[config.mk]
export PLATFORM = sky130hd
export DESIGN_NAME = output_unit_flat
export DESIGN_NICKNAME = d
export VERILOG_FILES = /design/src/rtl/output_unit_if.sv /design/src/rtl/output_unit.sv /design/src/flat_wrapper.sv
export SDC_FILE = /design/constraint.sdc
export NUM_CORES = 1
export LEC_CHECK = 0
export BUFFER_PORTS_ARGS = -buffer_cell sky130_fd_sc_hd__buf_2
export CORE_AREA = 2 2 160 162
export DETAILED_ROUTE_END_ITERATION = 6
export DIE_AREA = 0 0 162 164
export REMOVE_ABC_BUFFERS = 1
export SKIP_LAST_GASP = 1
export SYNTH_ARGS = -nofsm -noshare
export SYNTH_HDL_FRONTEND = slang
export SYNTH_SLANG_ARGS = --single-unit
[constraint.sdc]
create_clock -name clk -period 4.58 [get_ports clk]
set_input_delay 0.916 -clock clk [delete_from_list [all_inputs] [get_ports clk]]
set_output_delay 0.916 -clock clk [all_outputs]
set_load 0.1 [all_outputs]
[src/rtl/output_unit_if.sv]
// output_unit_if: request, flit and credit signals between the input units,
// one output port and its downstream link.
interface output_unit_if #(
   parameter int FLIT_W = 64,
   parameter int NIN    = 5
);
   logic [NIN-1:0]        req;
   logic [NIN*FLIT_W-1:0] flit_in;
   logic [NIN-1:0]        flit_vld;
   logic                  credit_in;
   logic [NIN-1:0]        vc_grant;
   logic [NIN-1:0]        st_ack;
   logic [FLIT_W-1:0]     out_flit;
   logic                  out_vld;
   logic [2:0]            credits;
   logic                  busy;
   logic                  err;
   modport master (
      output req, flit_in, flit_vld, credit_in,
      input  vc_grant, st_ack, out_flit, out_vld, credits, busy, err
   );
   modport slave (
      input  req, flit_in, flit_vld, credit_in,
      output vc_grant, st_ack, out_flit, out_vld, credits, busy, err
   );
endinterface

[src/rtl/output_unit.sv]
// output_unit: round-robin port arbiter with credit-gated, fixed-length burst
// forwarding onto a registered output link.
module output_unit #(
   parameter int FLIT_W = 64,
   parameter int NIN    = 5,
   parameter int DEPTH  = 4
) (
   input logic        clk,
   input logic        reset,
   output_unit_if.slave bus
);
   localparam int OW = (NIN > 1) ? $clog2(NIN) : 1;
   localparam logic [2:0] DEP = 3'(DEPTH);
   typedef enum logic [1:0] {IDLE, GRANT, WAIT_CR, XFER} state_t;
   state_t            r_state, w_next;
   logic [OW-1:0]     r_owner, r_last, w_pick, w_idx;
   logic [2:0]        r_beat, r_cr;
   logic [FLIT_W-1:0] r_flit;
   logic              r_vld, r_err;
   logic [NIN-1:0]    w_oh, w_grant, w_ack;
   logic              w_own_vld, w_accept, w_last_beat, w_err;
   assign w_oh        = NIN'(1) << r_owner;
   assign w_own_vld   = bus.flit_vld[r_owner];
   assign w_accept    = r_state == XFER && w_own_vld && r_cr != 3'd0;
   assign w_last_beat = w_accept && r_beat == DEP - 3'd1;
   // Owner valid outside a burst, sends without credit, and credit overflow.
   assign w_err = (w_own_vld && (r_state != XFER || r_cr == 3'd0)) ||
                  (bus.credit_in && !w_accept && r_cr == DEP);
   // Scan downward so the candidate nearest last_winner+1 is assigned last.
   always_comb begin
      w_pick = '0;
      w_idx  = '0;
      for (int k = NIN; k >= 1; k--) begin
         w_idx = OW'((int'(r_last) + k) % NIN);
         if (bus.req[w_idx]) w_pick = w_idx;
      end
   end
   always_ff @(posedge clk)
      r_state <= reset ? IDLE : w_next;
   always_comb begin
      w_next  = r_state;
      w_grant = '0;
      w_ack   = '0;
      case (r_state)
         IDLE:    w_next = |bus.req ? GRANT : IDLE;
         GRANT: begin
            w_grant = w_oh;
            w_next  = WAIT_CR;
         end
         WAIT_CR: begin
            w_ack  = (bus.req[r_owner] && r_cr == DEP) ? w_oh : '0;
            w_next = !bus.req[r_owner] ? IDLE : (r_cr == DEP) ? XFER : WAIT_CR;
         end
         XFER:    w_next = w_last_beat ? IDLE : XFER;
         default: w_next = IDLE;
      endcase
   end
   always_ff @(posedge clk) begin
      if (reset) begin
         r_owner <= '0;
         r_last  <= OW'(NIN - 1);
         r_beat  <= '0;
         r_cr    <= DEP;
         r_flit  <= '0;
         r_vld   <= 1'b0;
         r_err   <= 1'b0;
      end else begin
         if (r_state == IDLE && |bus.req) r_owner <= w_pick;
         r_beat <= |w_ack ? 3'd0 : w_accept ? r_beat + 3'd1 : r_beat;
         if (w_last_beat) r_last <= r_owner;
         if (w_accept) r_flit <= bus.flit_in[r_owner*FLIT_W +: FLIT_W];
         r_vld <= w_accept;
         r_cr  <= (w_accept && !bus.credit_in) ? r_cr - 3'd1 :
                  (bus.credit_in && !w_accept && r_cr != DEP) ? r_cr + 3'd1 : r_cr;
         if (w_err) r_err <= 1'b1;
      end
   end
   assign bus.vc_grant = w_grant;
   assign bus.st_ack   = w_ack;
   assign bus.out_flit = r_flit;
   assign bus.out_vld  = r_vld;
   assign bus.credits  = r_cr;
   assign bus.busy     = r_state != IDLE;
   assign bus.err      = r_err;
endmodule

[src/flat_wrapper.sv]
// flat-port wrapper written by rule: the top's interface ports become plain ports
module output_unit_flat 
#(
   parameter int FLIT_W = 64,
   parameter int NIN    = 5,
   parameter int DEPTH  = 4
)
  (clk, reset, bus_req, bus_flit_in, bus_flit_vld, bus_credit_in, bus_vc_grant, bus_st_ack, bus_out_flit, bus_out_vld, bus_credits, bus_busy, bus_err);
  output_unit_if #(.FLIT_W(FLIT_W), .NIN(NIN)) bus_i ();
  input logic clk;
  input logic reset;
  input wire logic [$bits(bus_i.req)-1:0] bus_req;
  input wire logic [$bits(bus_i.flit_in)-1:0] bus_flit_in;
  input wire logic [$bits(bus_i.flit_vld)-1:0] bus_flit_vld;
  input wire logic [$bits(bus_i.credit_in)-1:0] bus_credit_in;
  output wire logic [$bits(bus_i.vc_grant)-1:0] bus_vc_grant;
  output wire logic [$bits(bus_i.st_ack)-1:0] bus_st_ack;
  output wire logic [$bits(bus_i.out_flit)-1:0] bus_out_flit;
  output wire logic [$bits(bus_i.out_vld)-1:0] bus_out_vld;
  output wire logic [$bits(bus_i.credits)-1:0] bus_credits;
  output wire logic [$bits(bus_i.busy)-1:0] bus_busy;
  output wire logic [$bits(bus_i.err)-1:0] bus_err;
  assign bus_i.req = bus_req;
  assign bus_i.flit_in = bus_flit_in;
  assign bus_i.flit_vld = bus_flit_vld;
  assign bus_i.credit_in = bus_credit_in;
  assign bus_vc_grant = bus_i.vc_grant;
  assign bus_st_ack = bus_i.st_ack;
  assign bus_out_flit = bus_i.out_flit;
  assign bus_out_vld = bus_i.out_vld;
  assign bus_credits = bus_i.credits;
  assign bus_busy = bus_i.busy;
  assign bus_err = bus_i.err;
  output_unit #(.FLIT_W(FLIT_W), .NIN(NIN), .DEPTH(DEPTH)) u_core (.clk(clk), .reset(reset), .bus(bus_i));
endmodule
==> metrics.txt <==
status completed; clk buf depth 2; startpoint types flop; first-pass GRT wire length 44150 um; Die Wd 162 um; power density cells 266.6 mW/mm2; largest net degree at the start of global routing 83; Placement Rows 58; dpl cells 1475; final wirelength 31430 um; most numerous cell in the Yosys netlist nor2_1; Post-DP HPWL 25010 um; largest fanout on the critical path 7; fin cells 1498; Max-Slew Margin vs Limit 38.82%; Fill cells 2586; Util after Layout 38.47%; setup TNS 0 ns; complex-gate fraction of the synthesized area 22.40%; crit path DAT 4.50 ns; port bufs 412; # DRC 0; worst endpoint required time 4.85 ns; global route overflow 0; synthesized flop and latch total 80; number of setup buffers added after CTS 0; crit path kind reg -> reg; VDD IR max 0.1916 mV; Ys Warns 0; cells taking the most area after synthesis dfxtp_1 (23%), mux4_2 (23%), a22oi_1 (7.4%), ha_1 (5.5%), o21ai_0 (5.4%); # IOs 413; via/cell ratio 5.242; final setup fails 0; Synth Cell Area 0.006860 mm2; max_cap viols 0; number of nets with antenna violations after routing 0; Avg Inst Size Synth 8.728 um2; initial antenna violation count 8; DIE AREA 0.02657 mm2; starting density of the core 27.64%; vias 7853; Post-synth EDFFs 0; Synth Area in XOR/XNOR 1.751%; post-synthesis adder-cell area fraction 6.055%; CTS Root Buffer Type clkbuf_16; Post-Synthesis Cells 786; fmax 236.5 MHz; max-slew violations 0; Fin. Hold Viols 0; Worst Max-Slew Pin Slew 0.9178 ns; 1st-iter DRT viols 721; vias in the first global route 7223; ratio of cells with drive above 1 in the final layout 45.91%; drt pass-1 iters 5; mux cell area share after synthesis 24.75%; top_reg_cell synth dfxtp_1; Period Utilization, post-route 92.32%; Area Growth Syn to Fin 39.18%; CTS tree yes; Hold WC Path Type reg -> reg; largest family of logic cells by synthesized area multiplexers; RSZ-0062 raised after global routing no; Final min period 4.228 ns; Synth area leader dfxtp_1; CTS sink cnt 80; Total GRT Usage 22.05%; Layout Skew 0.01150 ns; Pleak 4.363 nW; asr flop ratio synth 0%; simple-gate share of the synthesized area 16.32%; DR WL/cell 20.98 um; post-synth top area share 23.34%; core area 0.02482 mm2; clk_lat worst skew 0.35 ns; Yosys cell types 69; CTS H-tree lvls 3; die height 164 um; synth cell count leaders nor2_1 (96), nand2_1 (93), dfxtp_1 (80), o21ai_0 (74), mux4_2 (69); CTS buffer count 9; final RePlAce weighted congestion 0.9295; nets 1521; sequential fraction of the synthesis area 23.34%; Worst-path clk slew 0.07 ns; Setup crit end kind flop
## layout make-up
class	count	area [um2]	share of cell area (%)
Antenna cell	7	17.52	0.1835
Clock buffer	10	239.0	2.503
Clock inverter	6	47.55	0.4980
Inverter	27	101.3	1.061
Multi-Input combinational cell	611	4903	51.36
Sequential cell	80	1609	16.85
Tap cell	330	412.9	4.324
Timing Repair Buffer	427	2217	23.22
## state kept, by name, summed over array words and instances, names as in the netlist
register and count:
u_core.bus.out_flit 64, u_core.bus.credits 3, u_core.r_beat 3, u_core.r_last 3, u_core.r_owner 3, u_core.r_state 2, u_core.bus.err 1, u_core.bus.out_vld 1
## path summary, 6_finish.rpt
check / slack (ns) / depth (start not counted) / to / start
hold reg to reg: 0.48 / 2 / u_core.bus.err / u_core.bus.err
hold / removal: 0.48 / 2 / u_core.bus.err / u_core.bus.err
setup reg to reg: 0.35 / 15 / u_core.r_owner[1] / u_core.r_last[1]
setup / recovery: 0.35 / 15 / u_core.r_owner[1] / u_core.r_last[1]
## layout by cell type (no fill, tap or decap), drive strengths merged, types with 3 or more instances in the layout
cell	n
o2bb2ai	3
mux2i	11
a21o	7
inv	29
and2	5
o21ai	75
mux2	3
ha	30
nor3	11
buf	427
clkbuf	10
dfxtp	80
diode	7
a31oi	4
nor3b	3
nor2	96
a211o	3
nand2b	8
a211oi	5
nor2b	5
and3	5
clkinv	3
nand3b	3
a221oi	3
a21oi	24
o21bai	3
xnor2	10
nand2	93
a21boi	3
mux4	69
nand3	15
a2bb2oi	3
a22oi	68
## through the flow
step,power [mW],setup WS [ns],hold slack [ns],instance area [um2]
2_1_floorplan,1.518,-9.357,0.4589,6593
3_3_place_gp,1.845,0.5577,0.4538,9240
3_5_place_dp,1.847,0.3857,0.4664,9240
4_1_cts,2.573,0.3715,0.4827,9527
5_1_grt,2.673,0.01600,0.5176,9548
6_report,2.545,0.3518,0.4770,9548
## logic make-up after synthesis
family          Yosys count
simple gates            256
compound gates          228
buf+inv                  95
mux                      83
flops                    80
fa+ha+maj                32
xor+xnor                 12
## where the power goes
group	total (mW)	switching, mW	internal [mW]
Sequential	0.784	0.0520	0.732
Combinational	1.05	0.636	0.413
Clock	0.712	0.324	0.389
## worst max-delay path, stage by stage (launching register included)
cell,delay (ns)
dfxtp_1,0.48
inv_1,0.10
ha_1,0.32
o21ai_0,0.38
nand2_1,0.13
xnor2_1,0.22
ha_1,0.20
fa_1,0.15
a21boi_0,0.34
nand3_1,0.26
mux2i_2,0.34
mux4_2,0.55
a21o_1,0.22
a311oi_1,0.23
mux2i_1,0.14
a21oi_2,0.12
## routing by layer
metal | vias up | wire [um] | GRT usage, %
met5 | - | 98 | 2.462
li1 | 3689 | - | -
met2 | 421 | 13290 | 31.41
met3 | 34 | 5115 | 14.75
met1 | 3705 | 12470 | 27.36
met4 | 4 | 459 | 4.747
## what timing repair did
| action | in CTS | in global routing |
|---|---|---|
| endpoints found under the hold margin | 0 | 0 |
| setup endpoints to repair | 0 | 1 |
| gates resized for setup | 0 | 1 |
| hold buffers | 0 | 0 |
No activity file was read; power rests on OpenSTA's default activity.
